===== config.mk =====
export PLATFORM = sky130hd
export DESIGN_NAME = text_cursor_ctrl
export DESIGN_NICKNAME = d
export VERILOG_FILES = /design/src/rtl/text_pkg.sv /design/src/rtl/strobe_edge_detect.sv /design/src/rtl/text_cursor_ctrl.sv
export SDC_FILE = /design/constraint.sdc
export NUM_CORES = 1
export LEC_CHECK = 0
export ABC_AREA = 1
export BUFFER_PORTS_ARGS = -buffer_cell sky130_fd_sc_hd__buf_4
export CORE_MARGIN = 3
export CORE_UTILIZATION = 30
export DETAILED_ROUTE_END_ITERATION = 8
export PLACE_DENSITY_LB_ADDON = 0.08
export SYNTH_ARGS = -nofsm -noshare
export SYNTH_HDL_FRONTEND = slang
export SYNTH_SLANG_ARGS = --single-unit
export TNS_END_PERCENT = 100

===== constraint.sdc =====
create_clock -name clk -period 1.9 [get_ports clk]
set_input_delay 0.38 -clock clk [delete_from_list [all_inputs] [get_ports clk]]
set_output_delay 0.38 -clock clk [all_outputs]
set_load 0.1 [all_outputs]

===== src/rtl/text_pkg.sv =====
// Shared constants and state encoding for the text cursor controller.
package text_pkg;

  localparam logic [7:0] ASCII_SPACE = 8'h20;
  localparam logic [7:0] ASCII_CR    = 8'h0D;
  localparam logic [7:0] ASCII_LF    = 8'h0A;
  localparam logic [7:0] ASCII_BS    = 8'h08;
  localparam logic [7:0] ASCII_FF    = 8'h0C;

  localparam logic [7:0] ASCII_PRINT_LO = 8'h20;
  localparam logic [7:0] ASCII_PRINT_HI = 8'h7E;

  localparam logic STATE_IDLE  = 1'b0;
  localparam logic STATE_CLEAR = 1'b1;

  typedef enum logic {
    IDLE  = STATE_IDLE,
    CLEAR = STATE_CLEAR
  } state_t;

  function automatic logic is_printable(input logic [7:0] b);
    return (b >= ASCII_PRINT_LO) && (b <= ASCII_PRINT_HI);
  endfunction

endpackage


===== src/rtl/strobe_edge_detect.sv =====
// Rising-edge detector for level strobes; rise is combinational on the current input.
module strobe_edge_detect (
  input  logic clk,
  input  logic reset,
  input  logic in,
  output logic rise
);

  logic in_q;

  always_ff @(posedge clk or negedge reset) begin
    if (!reset) in_q <= 1'b0;
    else        in_q <= in;
  end

  assign rise = in & ~in_q;

endmodule


===== src/rtl/text_cursor_ctrl.sv =====
// UART byte to text-RAM writer with cursor tracking and a clear sweep.
// Control-code decode (CR/LF/BS/FF) is enabled by defining CTRL_CHAR_EN.
//
// state | meaning
// IDLE  | waiting for an accepted byte; decodes it into a write and/or cursor move
// CLEAR | writes a space to one cell per cycle, row-major; incoming bytes are dropped
module text_cursor_ctrl
  import text_pkg::*;
#(
  parameter int COLS  = 32,
  parameter int ROWS  = 4,
  parameter int COL_W = $clog2(COLS),
  parameter int ROW_W = $clog2(ROWS)
) (
  input  logic             clk,
  input  logic             reset,
  input  logic [7:0]       rx_data,
  input  logic             rx_valid,
  output logic             wr_en,
  output logic [ROW_W-1:0] wr_row,
  output logic [COL_W-1:0] wr_col,
  output logic [7:0]       wr_data,
  output logic [ROW_W-1:0] cur_row,
  output logic [COL_W-1:0] cur_col,
  output logic             busy,
  output logic             drop
);

  localparam int CELL_W = ROW_W + COL_W;
  localparam logic [CELL_W-1:0] LAST_CELL = CELL_W'(COLS * ROWS - 1);
  localparam logic [CELL_W-1:0] ONE_CELL  = CELL_W'(1);

  // Cursor and addresses are kept as a linear {row, col} cell index so the
  // power-of-two wrap rules fall out of plain binary add/subtract.
  state_t            state_q, state_d;
  logic [CELL_W-1:0] idx_q, idx_d;
  logic [CELL_W-1:0] cur_q, cur_d;
  logic [CELL_W-1:0] wr_addr_q, wr_addr_d;
  logic [7:0]        wr_data_q, wr_data_d;
  logic              wr_en_q, wr_en_d;
  logic              busy_q, busy_d;
  logic              drop_q, drop_d;
  logic              accept;

  strobe_edge_detect u_rx_edge (
    .clk   (clk),
    .reset (reset),
    .in    (rx_valid),
    .rise  (accept)
  );

  always_ff @(posedge clk or negedge reset) begin
    if (!reset) begin
      state_q   <= CLEAR;
      idx_q     <= '0;
      cur_q     <= '0;
      wr_addr_q <= '0;
      wr_data_q <= '0;
      wr_en_q   <= 1'b0;
      busy_q    <= 1'b0;
      drop_q    <= 1'b0;
    end else begin
      state_q   <= state_d;
      idx_q     <= idx_d;
      cur_q     <= cur_d;
      wr_addr_q <= wr_addr_d;
      wr_data_q <= wr_data_d;
      wr_en_q   <= wr_en_d;
      busy_q    <= busy_d;
      drop_q    <= drop_d;
    end
  end

  always_comb begin
    state_d   = state_q;
    idx_d     = idx_q;
    cur_d     = cur_q;
    wr_addr_d = wr_addr_q;
    wr_data_d = wr_data_q;
    wr_en_d   = 1'b0;
    busy_d    = 1'b0;
    drop_d    = 1'b0;
    case (state_q)
      CLEAR: begin
        wr_en_d   = 1'b1;
        busy_d    = 1'b1;
        wr_addr_d = idx_q;
        wr_data_d = ASCII_SPACE;
        idx_d     = idx_q + ONE_CELL;
        drop_d    = accept;
        if (idx_q == LAST_CELL) state_d = IDLE;
      end
      IDLE: begin
        if (accept) begin
`ifdef CTRL_CHAR_EN
          case (rx_data)
            ASCII_CR: cur_d = {cur_q[CELL_W-1:COL_W], {COL_W{1'b0}}};
            ASCII_LF: cur_d = cur_q + CELL_W'(COLS);
            ASCII_BS: begin
              if (cur_q != '0) begin
                cur_d     = cur_q - ONE_CELL;
                wr_en_d   = 1'b1;
                wr_addr_d = cur_q - ONE_CELL;
                wr_data_d = ASCII_SPACE;
              end
            end
            ASCII_FF: begin
              // The first sweep write is issued here so busy and wr_en line up
              // for exactly COLS*ROWS cycles, as after reset.
              state_d   = CLEAR;
              cur_d     = '0;
              wr_en_d   = 1'b1;
              busy_d    = 1'b1;
              wr_addr_d = '0;
              wr_data_d = ASCII_SPACE;
              idx_d     = ONE_CELL;
            end
            default: begin
              if (is_printable(rx_data)) begin
                wr_en_d   = 1'b1;
                wr_addr_d = cur_q;
                wr_data_d = rx_data;
                cur_d     = cur_q + ONE_CELL;
              end
            end
          endcase
`else
          wr_en_d   = 1'b1;
          wr_addr_d = cur_q;
          wr_data_d = rx_data;
          cur_d     = cur_q + ONE_CELL;
`endif
        end
      end
      default: state_d = CLEAR;
    endcase
  end

  assign wr_en   = wr_en_q;
  assign wr_row  = wr_addr_q[CELL_W-1:COL_W];
  assign wr_col  = wr_addr_q[COL_W-1:0];
  assign wr_data = wr_data_q;
  assign cur_row = cur_q[CELL_W-1:COL_W];
  assign cur_col = cur_q[COL_W-1:0];
  assign busy    = busy_q;
  assign drop    = drop_q;

endmodule


==> results of run 1 <==
kinds of logic after synthesis:
logic type,after synthesis,share of synthesized area
and+or+nand+nor,60,0.193
DFF,34,0.577
buffers and inverters,20,0.0780
AOI/OAI and AO/OA,16,0.0873
xor gates and xnor gates,8,0.0475
adders and majority gates,2,0.0169
cell type report:
class / instances / area (um^2)
clock buffers: 8 / 110
fillers: 476 / 2680
inverters: 16 / 65.1
multi-input cells: 86 / 509
flip-flops and latches: 34 / 852
well taps: 65 / 81.3
repair buffers: 35 / 263
stage by stage:
step | worst slack, ps | power, mW | instance area (um^2) | hold WS, ps | util
after floorplan | 127 | 2.03 | 1480 | 84.4 | -
after global placement | 497 | 2.34 | 1770 | 354 | 0.388
after detailed placement | 479 | 2.34 | 1770 | 360 | 0.388
after CTS | 421 | 2.98 | 1880 | 45.5 | 0.412
after global routing | 370 | 3.09 | 1880 | 61.3 | 0.412
final | 427 | 2.94 | 1880 | 28.2 | 0.412
sequential cells by signal, indices dropped and copies added (netlist names):
name / count
drop: 1
wr_data: 8
u_rx_edge.in_q: 1
busy: 1
wr_en: 1
cur_q: 7
state_q: 1
idx_q: 7
wr_addr_q: 7
cells in the mapped netlist:
| master | count | share of area |
|---|---|---|
| o21ai_0 | 1 | 0.0034 |
| o211ai_1 | 4 | 0.020 |
| inv_1 | 14 | 0.036 |
| nor2_2 | 1 | 0.0042 |
| inv_6 | 1 | 0.0059 |
| nor2_4 | 2 | 0.015 |
| o22a_2 | 1 | 0.0068 |
| buf_4 | 1 | 0.0051 |
| dfstp_2 | 1 | 0.018 |
| nand4_1 | 2 | 0.0085 |
| ha_1 | 2 | 0.017 |
| buf_12 | 1 | 0.014 |
| nor2_1 | 5 | 0.013 |
| a21oi_1 | 1 | 0.0034 |
| o221ai_1 | 2 | 0.012 |
| nand3_4 | 1 | 0.012 |
| nand3_1 | 5 | 0.017 |
| inv_2 | 1 | 0.0025 |
| nand3_2 | 1 | 0.0068 |
| xor2_1 | 8 | 0.047 |
| a22o_1 | 7 | 0.042 |
| nor3_2 | 1 | 0.0068 |
| nand2_2 | 2 | 0.0085 |
| dfrtp_1 | 33 | 0.56 |
| nand2_1 | 40 | 0.10 |
| buf_6 | 2 | 0.015 |
final timing paths:
kind	from	slack, ps	to
min	reset	30	idx_q[0]
max	cur_q[4]	430	cur_col[4]
min reg2reg	idx_q[6]	420	state_q
max reg2reg	state_q	530	idx_q[5]
min in group clk	rx_valid	240	u_rx_edge.in_q
max in group asynchronous	reset	1530	state_q
report_power, final:
group          internal (mW)  switching [mW]
clock network          0.366           0.259
registers              0.845           0.119
logic                  0.261            1.09
per-layer routing:
layer | GRT usage | share of wire | vias up
met1 | 0.159 | 0.47 | 522
met3 | 0.0473 | 0.065 | 6
met5 | 0 | 0 | -
met2 | 0.179 | 0.44 | 36
li1 | - | - | 527
met4 | 0.0543 | 0.018 | 0
==> out/qor.txt, run 1 <==
Area Overhead vs Synth - 27.4%
yosys warns - 0
placed cells - 236
pwr/cell area - 1570 nW/um^2
nets - 191
post-route ant nets - 0
row cnt - 24
GRT overflow - 0
CP max FO - 6
Ports - 36
Bufs and invs on worst path - 1
synthesized instance count - 140
initial core utilization - 0.323
max_slew headroom - 0.715
CTS buffer count - 5
Resized Gates After CTS - 0
clock root buffer - clkbuf_8
final WL - 3210 um
Worst setup EP type - output pin
CTS tree - yes
Synth Area per Inst - 10.5 um^2
via/cell ratio - 4.47
fmax - 679 MHz
# diodes - 0
detailed placement HPWL - 2320 um
Arr. time, crit path - 1090 ps
core area - 4560 um^2
Yosys cell types - 26
max-cap violations - 0
clock buffer depth - 2
clock skew - 2.70 ps
Synthesized Nets - 153
maximum vdd drop - 841 uV
Worst Hold Class - input pin to asynchronous set/reset pin
clk sinks - 34
initial antenna violation count - 0
global-route wire length before repair - 5540 um
wire length per cell - 13.1 um
cell area after synthesis - 1480 um^2
DRC - 0
flops & latches, synth - 34
Post-Layout Cell Count - 244
number of global-route vias before repair - 1095
Final Cycle Share - 0.775
Die Area - 5800 um^2
Top delay family on crit path - flip-flops
Die Y - 76.2 um
Port Buffer Count - 35
Die Width - 76.2 um
Slew Viols, Final - 0
Fin Setup TNS - 0 ps
sequential share of the synthesized area - 0.577
share of cells above drive strength 1 - 0.307
largest net degree at the start of global routing - 35
Clock Latency Late Sink - 290 ps
Critical-path top delay cell - dfrtp_1
most common cell after layout, fill and taps aside - nand2_1
Hold-fix buffers, CTS - 0
Final setup viols - 0
clock-pin slew on the worst setup and hold paths - 70 ps
critical path launch point type - register
Pleak - 0.954 nW
Cell Chain, Critical Path - buf_4
commonest cells after routing, fill and taps aside - nand2_1 (40), buf_4 (35), dfrtp_1 (33), inv_1 (14)
final hold vios - 0
Setup Crit Path Kind - register to output pin
GRT Overall Usage - 0.122
status - finished, final reports clean
post-CTS setup buffer count - 0
RSZ-0062 raised after global routing - false
Slew @ Worst Pin - 428 ps
CP max stage delay - 470 ps
H-tree levels - 2
Final Critical Period - 1470 ps
Crit path depth - 1
R2R cell count - 5
DR vias - 1091
TritonRoute pass-1 iters - 4
Critical Path RT - 1520 ps
Final GP Congestion - 0.803
drt initial violations - 49
(Power assumes the default switching activity.)
==> inputs of run 2 (changes only) <==
Settings changed: ABC_AREA 1 to 0.
Clock period 1.9 ns to 1.5 ns, I/O delays scaled along.
==> run 2 against run 1 <==
Compared with the run above:
- clock skew grew 4.0 ps
- first-iteration DRC count shrank 12%
- register-to-register slack lost 290 ps
==> out/qor.txt, run 2 <==
nets - 177
Synth Flop Type - dfrtp_1
Synthesized Nets - 135
most common cell in the synthesized netlist - dfrtp_1
clock skew - 6.72 ps
DP Area - 1740 um^2
RSZ-0062 raised after global routing - false
TritonRoute pass-1 iters - 5
Yosys top cell area share - 0.580
max FFs per register - 8
Die Area - 5600 um^2
crit path capture - cur_row[0]
GRT overflow - 0
Top delay family on crit path - flip-flops
Final Critical Period - 1330 ps
worst hold slack - 156 ps
post-route cell area - 1840 um^2
clock-pin slew on the worst setup and hold paths - 70 ps
Slew Viols, Final - 0
commonest cells after routing, fill and taps aside - buf_4 (40), dfrtp_1 (28), nand2_1 (27), xnor2_1 (8)
CTS buffer count - 5
fmax - 751 MHz
Post-synth EDFFs - 0
Die Width - 74.9 um
# diodes - 0
Critical-path top delay cell - dfrtp_1
Die Y - 74.9 um
clock buffer depth - 2
ys async rst share - 1.00
reg2reg end - cur_q[1]
clock root buffer - clkbuf_8
max_slew headroom - 0.718
Critical Path RT - 1200 ps
Ports - 36
share of cells above drive strength 1 - 0.333
final hold vios - 0
Synth area leaders - dfrtp_1 (58%), nand2_1 (7.1%), mux2i_1 (4.9%), xnor2_1 (4.9%), a21oi_1 (2.5%)
top cell type by total area after synthesis - dfrtp_1
CP max stage delay - 430 ps
via/cell ratio - 4.70
yosys warns - 0
H-tree levels - 2
Final GP Congestion - 0.716
total design power - 3.92 mW
max-cap violations - 0
Worst Setup SP - cur_q[5]
Pleak - 0.906 nW
Final Cycle Share - 0.888
Fin Setup TNS - 0 ps
Cell Chain, Critical Path - buf_4
CP max FO - 4
post-route ant nets - 0
flops & latches, synth - 34
largest net degree at the start of global routing - 35
row cnt - 24
Crit path depth - 1
Worst setup EP type - output pin
Bufs and invs on worst path - 1
DR vias - 1020
synth cell count leaders - dfrtp_1 (33), nand2_1 (27), xnor2_1 (8), a21oi_1 (7), mux2i_1 (7)
detailed placement HPWL - 2170 um
most common cell after layout, fill and taps aside - buf_4
synthesized instance count - 122
Slew @ Worst Pin - 423 ps
CTS tree - yes
Hold Path Cell Cnt - 1
worst r2r src - state_q
global-route wire length before repair - 5000 um
sequential share of the synthesized area - 0.599
Clock Latency Late Sink - 280 ps
initial antenna violation count - 0
Resized Gates After CTS - 0
core area - 4470 um^2
GRT Overall Usage - 0.123
Worst Hold Class - input pin to register
pwr/cell area - 2120 nW/um^2
DRC - 0
Final setup viols - 0
Synth Area per Inst - 11.7 um^2
wire length per cell - 14.1 um
Arr. time, crit path - 1030 ps
cell area after synthesis - 1420 um^2
maximum vdd drop - 1340 uV
drt initial violations - 43
Area Overhead vs Synth - 29.6%
clk sinks - 34
number of global-route vias before repair - 984
Yosys cell types - 25
critical path launch point type - register
R2R cell count - 2
Port Buffer Count - 35
status - finished, final reports clean
final WL - 3060 um
initial core utilization - 0.318
Setup Crit Path Kind - register to output pin
flop2flop setup slack - 240 ps
[run 2: cell count changes after synthesis, moves of 5 or more]
cell / change
inv_1: -14
xnor2_1: +8
mux2i_1: +7
a21oi_1: +6
nand2_1: -13
a22o_1: -7
o21ai_0: +5
[run 2: cell type report]
| type | instances | area, um^2 |
|---|---|---|
| fillers | 439 | 2630 |
| multi-input cells | 82 | 520 |
| well taps | 52 | 65.1 |
| clock buffers | 8 | 90.1 |
| flip-flops and latches | 34 | 858 |
| repair buffers | 41 | 310 |
[run 2: per-layer routing]
metal | part of all wire | track usage | up-vias
li1 | - | - | 493
met3 | 0.053 | 0.0441 | 4
met5 | 0 | 0 | -
met1 | 0.47 | 0.159 | 499
met4 | 0.011 | 0.0593 | 0
met2 | 0.46 | 0.182 | 24
[run 2: cells by family (layout without fill, tap and decap cells)]
kind of cell / count (synthesis) / after routing / share of synthesized area
AO/OA/AOI/OAI: 15 / 15 / 0.0545
XOR/XNOR: 12 / 12 / 0.0739
adder cells (fa/ha/maj): 2 / 2 / 0.0176
buffers and inverters: 6 / 49 / 0.0352
flip-flops: 34 / 34 / 0.599
multiplexers: 9 / 9 / 0.0651
AND/OR/NAND/NOR: 44 / 44 / 0.155
[run 2: per-stage QoR]
step / instances / setup slack, ps / utilization
6_report: 217 / 168 / 0.412
3_3_place_gp: 208 / 265 / 0.390
3_5_place_dp: 208 / 239 / 0.390
2_1_floorplan: 122 / -142 / -
5_1_grt: 217 / 108 / 0.412
4_1_cts: 217 / 143 / 0.412
[run 2: worst min-delay path by stage]
stage,startpoint,end,slack [ps]
2_1_floorplan,reset,busy,4
3_3_place_gp,reset,cur_q[6],270
3_5_place_dp,reset,wr_data[7],280
4_1_cts,rx_valid,u_rx_edge.in_q,150
5_1_grt,rx_valid,u_rx_edge.in_q,140
6_report,rx_valid,u_rx_edge.in_q,160
[run 2: report_power, final]
group / leakage, nW / switching [mW] / internal (mW)
Combinational: 0.430 / 1.54 / 0.385
Clock: 0.0455 / 0.311 / 0.374
Sequential: 0.431 / 0.197 / 1.11
Total: 0.906 / 2.05 / 1.87
[run 2: timing repair]
item                                   4_1_cts  5_1_grt
hold buffers                                 1        0
setup buffers                                0        0
endpoints found under the hold margin       33        0
==> inputs of run 3 (changes only) <==
Settings changed: REMOVE_ABC_BUFFERS set to 1.
==> run 3 against run 2 <==
Compared with the run above:
- design area is 1.2% lower
- highest routed layer unchanged
- core utilization down 0.48 points
- maximum frequency shrank 4.6%
==> out/qor.txt, run 3 (synthesis gave the netlist of run 2 again) <==
CP max FO - 7
final hold vios - 0
share of cells above drive strength 1 - 0.294
via/cell ratio - 4.60
Setup Crit Path Kind - register to output pin
nets - 175
# diodes - 0
number of global-route vias before repair - 1037
critical path launch point type - register
Die Y - 74.9 um
clock-pin slew on the worst setup and hold paths - 70 ps
fmax - 716 MHz
CP max stage delay - 470 ps
Cell Chain, Critical Path - buf_4
Hold-fix buffers, CTS - 1
Critical-path top delay cell - dfrtp_1
Final Critical Period - 1400 ps
pwr/cell area - 2140 nW/um^2
commonest cells after routing, fill and taps aside - buf_4 (38), dfrtp_1 (33), nand2_1 (27), xnor2_1 (8)
most common cell after layout, fill and taps aside - buf_4
pre-CTS setup slack - 176 ps
DP Area - 1720 um^2
initial antenna violation count - 0
clock buffer depth - 2
row cnt - 24
Clock Latency Late Sink - 280 ps
total design power - 3.90 mW
clock root buffer - clkbuf_8
Final setup viols - 0
GRT Overall Usage - 0.121
max FFs per register - 8
Top delay family on crit path - flip-flops
DR vias - 990
Pleak - 0.901 nW
CTS tree - yes
Slew Viols, Final - 0
max-cap violations - 0
Arr. time, crit path - 1100 ps
H-tree levels - 2
Final Cycle Share - 0.931
post-CTS setup buffer count - 0
GRT overflow - 0
post-route cell area - 1820 um^2
register area - 852 um^2
final setup margin - 103 ps
DRC - 0
drt initial violations - 53
detailed placement HPWL - 2200 um
maximum vdd drop - 1250 uV
clock skew - 5.08 ps
Worst Hold Class - input pin to register
core area - 4470 um^2
RSZ-0062 raised after global routing - false
Final GP Congestion - 0.758
Slew @ Worst Pin - 434 ps
wire length per cell - 13.9 um
global-route wire length before repair - 4860 um
post-route ant nets - 0
CTS buffer count - 5
status - finished, final reports clean
max_slew headroom - 0.711
Area Overhead vs Synth - 28.1%
TritonRoute pass-1 iters - 3
Multi-input gate area - 520 um^2
largest net degree at the start of global routing - 35
final WL - 3000 um
Ports - 36
Resized Gates After CTS - 0
clk sinks - 34
Die Width - 74.9 um
initial core utilization - 0.318
Fin Setup TNS - 0 ps
Die Area - 5600 um^2
# fillers - 439
Port Buffer Count - 35
Critical Path RT - 1200 ps
Worst setup EP type - output pin
Bufs and invs on worst path - 1
## run 3: metal layers
layer / track usage / routed length (um) / vias to the layer above / part of all wire
met4: 0.0751 / 45 / 0 / 0.015
met5: 0 / 0 / - / 0
met2: 0.193 / 1490 / 28 / 0.50
met1: 0.139 / 1290 / 465 / 0.43
li1: - / - / 493 / -
met3: 0.0401 / 176 / 4 / 0.059
## run 3: layout make-up
| cell class | count | area share |
|---|---|---|
| well taps | 52 | 0.0357 |
| flip-flops and latches | 34 | 0.467 |
| multi-input cells | 82 | 0.286 |
| repair buffers | 39 | 0.162 |
| clock buffers | 8 | 0.0494 |
## run 3: final timing paths
check                      startpoint              to  slack [ps]  cells after the start
min reg2reg                wr_data[5]      wr_data[5]         510                      2
min                          rx_valid  u_rx_edge.in_q         170                      1
max in group asynchronous       reset         state_q         650                      2
min in group asynchronous       reset      wr_data[7]         500                      2
max                          cur_q[2]      cur_col[2]         100                      1
max reg2reg                   state_q        cur_q[1]         180                      2
## run 3: metrics by stage
step / hold slack, ps / util / cells
floorplan: 4.41 / - / 116
global placement: 271 / 0.385 / 206
detailed placement: 279 / 0.385 / 206
CTS: 156 / 0.407 / 215
global route: 157 / 0.407 / 215
finish: 166 / 0.407 / 215
## run 3: report_power, final
| group | switching, mW | internal [mW] | leakage (nW) |
|---|---|---|---|
| logic | 1.54 | 0.382 | 0.420 |
| clock network | 0.301 | 0.374 | 0.0455 |
| registers | 0.201 | 1.10 | 0.436 |
